[config.mk]
export PLATFORM = sky130hd
export DESIGN_NAME = decode_operand_stage
export DESIGN_NICKNAME = d
export VERILOG_FILES = /design/src/rtl/decode_operand_stage.sv
export SDC_FILE = /design/constraint.sdc
export NUM_CORES = 2
export LEC_CHECK = 0
export CELL_PAD_IN_SITES_DETAIL_PLACEMENT = 0
export CELL_PAD_IN_SITES_GLOBAL_PLACEMENT = 1
export CORE_MARGIN = 2
export CORE_UTILIZATION = 53
export DETAILED_ROUTE_END_ITERATION = 10
export PLACE_DENSITY = 0.81
export SETUP_SLACK_MARGIN = 0.05
export SLEW_MARGIN = 10
export SYNTH_ARGS = -nofsm -noshare
export SYNTH_HDL_FRONTEND = slang
export SYNTH_SLANG_ARGS = --single-unit
[constraint.sdc]
create_clock -name iClk -period 4.74 [get_ports iClk]
set_input_delay 1.185 -clock iClk [delete_from_list [all_inputs] [get_ports iClk]]
set_output_delay 1.185 -clock iClk [all_outputs]
set_load 0.005 [all_outputs]
[src/rtl/decode_operand_stage.sv]
// rtl/decode_operand_stage.sv - decode operand fetch, load-use stall and ID/EX pipeline register
module decode_operand_stage #(
    parameter int DATA_W       = 32,
    parameter int ADDR_W       = 5,
    parameter bit ZERO_REG     = 1'b1,
    parameter int LOAD_BUBBLES = 1
) (
    input  logic              iClk,
    input  logic              iRst_n,
    input  logic              iValid,
    output logic              oReady,
    input  logic [ADDR_W-1:0] iSrc0Addr,
    input  logic [ADDR_W-1:0] iSrc1Addr,
    input  logic              iSrc0En,
    input  logic              iSrc1En,
    input  logic [ADDR_W-1:0] iDstAddr,
    input  logic              iDstEn,
    input  logic              iIsLoad,
    input  logic              iCallCmd,
    input  logic [DATA_W-1:0] iNextPC,
    input  logic [ADDR_W-1:0] iWbAddr,
    input  logic [DATA_W-1:0] iWbData,
    input  logic              iWbEn,
    input  logic              iFlush,
    input  logic              iReady,
    output logic              oValid,
    output logic [DATA_W-1:0] oSrc0,
    output logic [DATA_W-1:0] oSrc1,
    output logic [DATA_W-1:0] oMemData,
    output logic [ADDR_W-1:0] oDstAddr,
    output logic              oDstEn,
    output logic              oIsLoad,
    output logic              oCallCmd,
    output logic              oInitDone
);
    typedef enum logic [1:0] {ST_INIT, ST_RUN, ST_STALL} state_t;

    // The hazard cycle issues the first bubble, so STALL only counts the remainder.
    localparam logic [2:0]        BUB_RELOAD = (LOAD_BUBBLES > 1) ? 3'(LOAD_BUBBLES - 2) : 3'd0;
    localparam logic [ADDR_W-1:0] CLR_LAST   = '1;

    state_t            r_state, w_state_nxt;
    logic [ADDR_W-1:0] r_clr_cnt, w_clr_cnt_nxt;
    logic [2:0]        r_bub_cnt, w_bub_cnt_nxt;
    logic              r_init_done;
    logic [DATA_W-1:0] r_rf [2**ADDR_W];

    logic              r_valid, r_dst_en, r_is_load, r_call;
    logic [DATA_W-1:0] r_src0, r_src1, r_mem;
    logic [ADDR_W-1:0] r_dst;

    logic              w_wb_live, w_dst_match, w_hazard, w_ready, w_accept;
    logic [DATA_W-1:0] w_src0, w_src1;

    assign w_wb_live = iWbEn && !(ZERO_REG && (iWbAddr == '0));

    assign w_src0 = (!iSrc0En || (ZERO_REG && (iSrc0Addr == '0))) ? '0 :
                    (w_wb_live && (iWbAddr == iSrc0Addr))          ? iWbData : r_rf[iSrc0Addr];
    assign w_src1 = (!iSrc1En || (ZERO_REG && (iSrc1Addr == '0))) ? '0 :
                    (w_wb_live && (iWbAddr == iSrc1Addr))          ? iWbData : r_rf[iSrc1Addr];

    assign w_dst_match = (iSrc0En && (iSrc0Addr == r_dst)) || (iSrc1En && (iSrc1Addr == r_dst));
    assign w_hazard    = r_valid && r_is_load && r_dst_en && w_dst_match &&
                         !(ZERO_REG && (r_dst == '0));
    assign w_ready     = (r_state == ST_RUN) && !w_hazard && !iFlush && (!r_valid || iReady);
    assign w_accept    = iValid && w_ready;

    always_comb begin
        w_state_nxt   = r_state;
        w_clr_cnt_nxt = r_clr_cnt;
        w_bub_cnt_nxt = r_bub_cnt;
        unique case (r_state)
            ST_INIT: begin
                w_clr_cnt_nxt = r_clr_cnt + ADDR_W'(1);
                if (r_clr_cnt == CLR_LAST) w_state_nxt = ST_RUN;
            end
            ST_RUN: begin
                if (!iFlush && w_hazard && iReady && (LOAD_BUBBLES > 1)) begin
                    w_state_nxt   = ST_STALL;
                    w_bub_cnt_nxt = BUB_RELOAD;
                end
            end
            ST_STALL: begin
                if (iFlush || (r_bub_cnt == 3'd0)) begin
                    w_state_nxt   = ST_RUN;
                    w_bub_cnt_nxt = 3'd0;
                end else begin
                    w_bub_cnt_nxt = r_bub_cnt - 3'd1;
                end
            end
            default: w_state_nxt = ST_INIT;
        endcase
    end

    always_ff @(posedge iClk) begin
        if (!iRst_n) begin
            r_state     <= ST_INIT;
            r_clr_cnt   <= '0;
            r_bub_cnt   <= 3'd0;
            r_init_done <= 1'b0;
        end else begin
            r_state     <= w_state_nxt;
            r_clr_cnt   <= w_clr_cnt_nxt;
            r_bub_cnt   <= w_bub_cnt_nxt;
            r_init_done <= r_init_done || ((r_state == ST_INIT) && (r_clr_cnt == CLR_LAST));
        end
    end

    // No reset on the array: the INIT sweep is what clears it.
    always_ff @(posedge iClk) begin
        if (iRst_n) begin
            if (r_state == ST_INIT)  r_rf[r_clr_cnt] <= '0;
            else if (w_wb_live)      r_rf[iWbAddr]   <= iWbData;
        end
    end

    always_ff @(posedge iClk) begin
        if (!iRst_n) begin
            r_valid   <= 1'b0;
            r_src0    <= '0;
            r_src1    <= '0;
            r_mem     <= '0;
            r_dst     <= '0;
            r_dst_en  <= 1'b0;
            r_is_load <= 1'b0;
            r_call    <= 1'b0;
        end else if (r_state == ST_INIT || iFlush) begin
            r_valid <= 1'b0;
        end else if (w_accept) begin
            r_valid   <= 1'b1;
            r_src0    <= w_src0;
            r_src1    <= w_src1;
            r_mem     <= iCallCmd ? iNextPC : w_src1;
            r_dst     <= iDstAddr;
            r_dst_en  <= iDstEn;
            r_is_load <= iIsLoad;
            r_call    <= iCallCmd;
        end else if (iReady || !r_valid) begin
            r_valid <= 1'b0;
        end
    end

    assign oReady    = w_ready;
    assign oValid    = r_valid;
    assign oSrc0     = r_src0;
    assign oSrc1     = r_src1;
    assign oMemData  = r_mem;
    assign oDstAddr  = r_dst;
    assign oDstEn    = r_dst_en;
    assign oIsLoad   = r_is_load;
    assign oCallCmd  = r_call;
    assign oInitDone = r_init_done;
endmodule
==> out/metrics.yaml <==
finish:
  nets: 3226
  post-route-util: 0.623
  nFillCells: 6712
  final_common_cell: "edfxtp_1"
  area_growth_pct: 16.6
  final_cell_mix: "edfxtp_1, mux4_2, mux2i_1, clkdlybuf4s50_1, buf_4"
  drive_above_1_share: 0.297
clock_network:
  numCtsBuffers: 114
  cts_max_level: 3
  clockBufferDepth: 3
  cts-root-buf: "clkbuf_16"
  post_cts_resized: 0
  cts_tree: "done"
  postCtsHoldBufs: 0
  clk_pin_slew_ns: 0.06
  post_cts_buffers: 0
  worstSkewPairLatency_ns: 0.72
  cts_sinks: 1136
critical_path:
  worst_setup_path_end_kind: "output pin"
  crit_buf_inv: 2
  crit_family: "buffers and inverters"
  slowest_stage: "nor3b_1"
  crit_chain: "clkdlybuf4s50_1 -> nand2b_1 -> nor3b_1 -> a21boi_0 -> clkdlybuf4s50_1"
  slowest_delay_ns: 0.53
  cp.arrival_ns: 3.10
  cp_max_fo: 3
  crit_type: "input pin to output pin"
  crit_path_start_kind: "input pin"
  cp.required_ns: 3.56
  crit_top_cell: "clkdlybuf4s50_1"
synthesis:
  synthSimpleGateAreaFrac: 0.0250
  synth_edf_count: 1024
  synth_compound_area_frac: 0.0570
  synth_xor_area_frac: 0.00384
  synth-async-reset-ratio: 0
  synth_warnings: 0
  synthCells: 2869
  synth_flop_cell: "edfxtp_1"
  synth_fa_ha_area_frac: 0.000476
  synth_mux_area_frac: 0.261
  ys_seq_elements: 1136
  syn_avg_cell_area_um2: 18.3
  synth_nets: 2966
  seq_area_frac_synth: 0.628
  syn_area_mm2: 0.0525
  synth_top_family_by_area: "multiplexers"
  synth.distinct_cells: 58
drt:
  drtPass1Iterations: 6
  wl_um: 167000
  drc: 0
  ant_nets: 0
  wl_per_cell_um: 37.0
  drtIter0Drc: 5223
  routed_via_density: 7.32
  vias: 33065
global_routing:
  grt_pass1_wl_um: 238000
  gr-usage-all-layers: 0.329
  grt_max_degree: 90
  antenna_found_initial: 10
  grt_overflow: 0
  grt_pass1_vias: 32990
power:
  power.density_mw_per_mm2: 359
  leakage_nw: 18.2
  ir_drop_uv: 277
  finalPower_mw: 22.0
placement:
  gp_congestion: 0.880
  dp_slack_ns: 0.389
  port_buffers: 201
  place_hpwl_um: 103000
sta:
  relSlewSlack: 0.198
  final_hold_viol_count: 0
  setup_viol: 0
  max_freq_mhz: 233
  drv_slew: 0
  worst_slew_pin_slew_ns: 1.20
  setup_ws_ns: 0.453
  fin_crit_sh: 0.904
  min_period_ns: 4.29
  fin_setup_tns_ns: 0
  rsz0062_at_grt: "false"
  clock_skew_ns: 0.0342
run_status:
  status: "completed"
floorplan:
  row_count: 115
  floorplan.initialDensity: 0.534
  die_h_um: 319
  core_area_mm2: 0.0983
  die_x_um: 319
  io_pins: 202
  die-area_mm2: 0.102
worst_hold_path:
  hold_path_class: "flop to flop"
job:
  max-cap-violations: 0
==> power by group <==
| part | leakage [nW] | switching, mW | internal, mW |
|---|---|---|---|
| Clock | 1.93 | 3.94 | 5.57 |
| Combinational | 7.34 | 0.941 | 0.662 |
| Sequential | 8.97 | 0.0302 | 10.8 |
==> cells in the mapped netlist, drive strengths merged (5+ instances only) <==
cell type  instances  area (um2)
a211oi             9        67.6
a21o               5        37.5
a21oi             55         275
a221o             14         140
a221oi            40         369
a222oi            19         190
a22o              31         272
a22oi              7        52.6
a32o               6        60.1
and2              25         156
buf              137         831
clkbuf           102         383
dfxtp            112        2240
edfxtp          1024       30700
inv               16        60.1
mux2              35         394
mux2i            253        2530
mux4             479       10800
nand2             66         248
nand2b            15        93.8
nand3             22         110
nand3b             5        37.5
nor2              80         300
nor2b              9        56.3
nor3              28         150
o21ai             66         330
o221ai            55         482
o22ai             72         450
o2bb2ai           17         149
or3               10        62.6
xnor2             19         166
==> through the flow <==
stage	hold WS [ns]	cells	area [um2]
after detailed placement	0.449	4300	57200
after floorplan	0.451	2869	52500
after CTS	0.463	4516	61200
after global routing	0.490	4517	61200
after global placement	0.445	4300	57200
final	0.460	4519	61200
==> cells by family (layout without fill, tap and decap cells) <==
| logic type | count (synthesis) | count (layout) |
|---|---|---|
| DFF | 1136 | 1136 |
| muxes | 767 | 767 |
| AOI/OAI and AO/OA | 411 | 411 |
| and+or+nand+nor | 273 | 273 |
| buffers and inverters | 257 | 617 |
| xor gates and xnor gates | 23 | 23 |
| adders and majority gates | 2 | 2 |
| other | 0 | 3 |
==> worst reg2reg max path: stages, from the launching register on <==
cell	delay [ns]
dfxtp_1	0.57
inv_1	0.25
nor3b_1	0.58
nand2_1	0.27
a21o_1	0.25
nor3_4	0.15
buf_4	0.63
a32o_1	0.29
==> flip-flops by register name, summed over array words and instances, names as in the netlist <==
register   cells
r_clr_cnt      5
oSrc1         32
oInitDone      1
oIsLoad        1
oMemData      32
r_state        1
oValid         1
oDstEn         1
oDstAddr       5
oSrc0         32
oCallCmd       1
r_rf        1024
==> routing by layer <==
metal | part of all wire | routed length, um | track usage
met1 | 0.36 | 60000 | 0.452
met2 | 0.47 | 78400 | 0.511
met3 | 0.13 | 22500 | 0.0863
met4 | 0.039 | 6500 | 0.122
met5 | 0.00051 | 85 | 0
==> final timing paths <==
path	to	cells past startpoint	startpoint	slack, ns
setup / recovery	oReady	5	iReady	0.45
hold / removal	oCallCmd$_SDFFE_PN0P_	2	oCallCmd$_SDFFE_PN0P_	0.46
setup reg to reg	oSrc0[14]$_SDFFE_PN0P_	7	r_state[0]$_SDFFE_PN0P_	1.70
hold reg to reg	oCallCmd$_SDFFE_PN0P_	2	oCallCmd$_SDFFE_PN0P_	0.46
==> cell type report <==
type                       instances  area [um2]  share of cell area
antenna                            3        7.51            0.000123
inverter                          18        67.6             0.00110
clock inverter                    77         857              0.0140
multi-input combinational       1476       18600               0.304
clock buffer                     139        3130              0.0511
tap                             1287        1610              0.0263
sequential                      1136       33000               0.539
timing repair buffer             383        3920              0.0640
No activity file was read; power rests on OpenSTA's default activity.
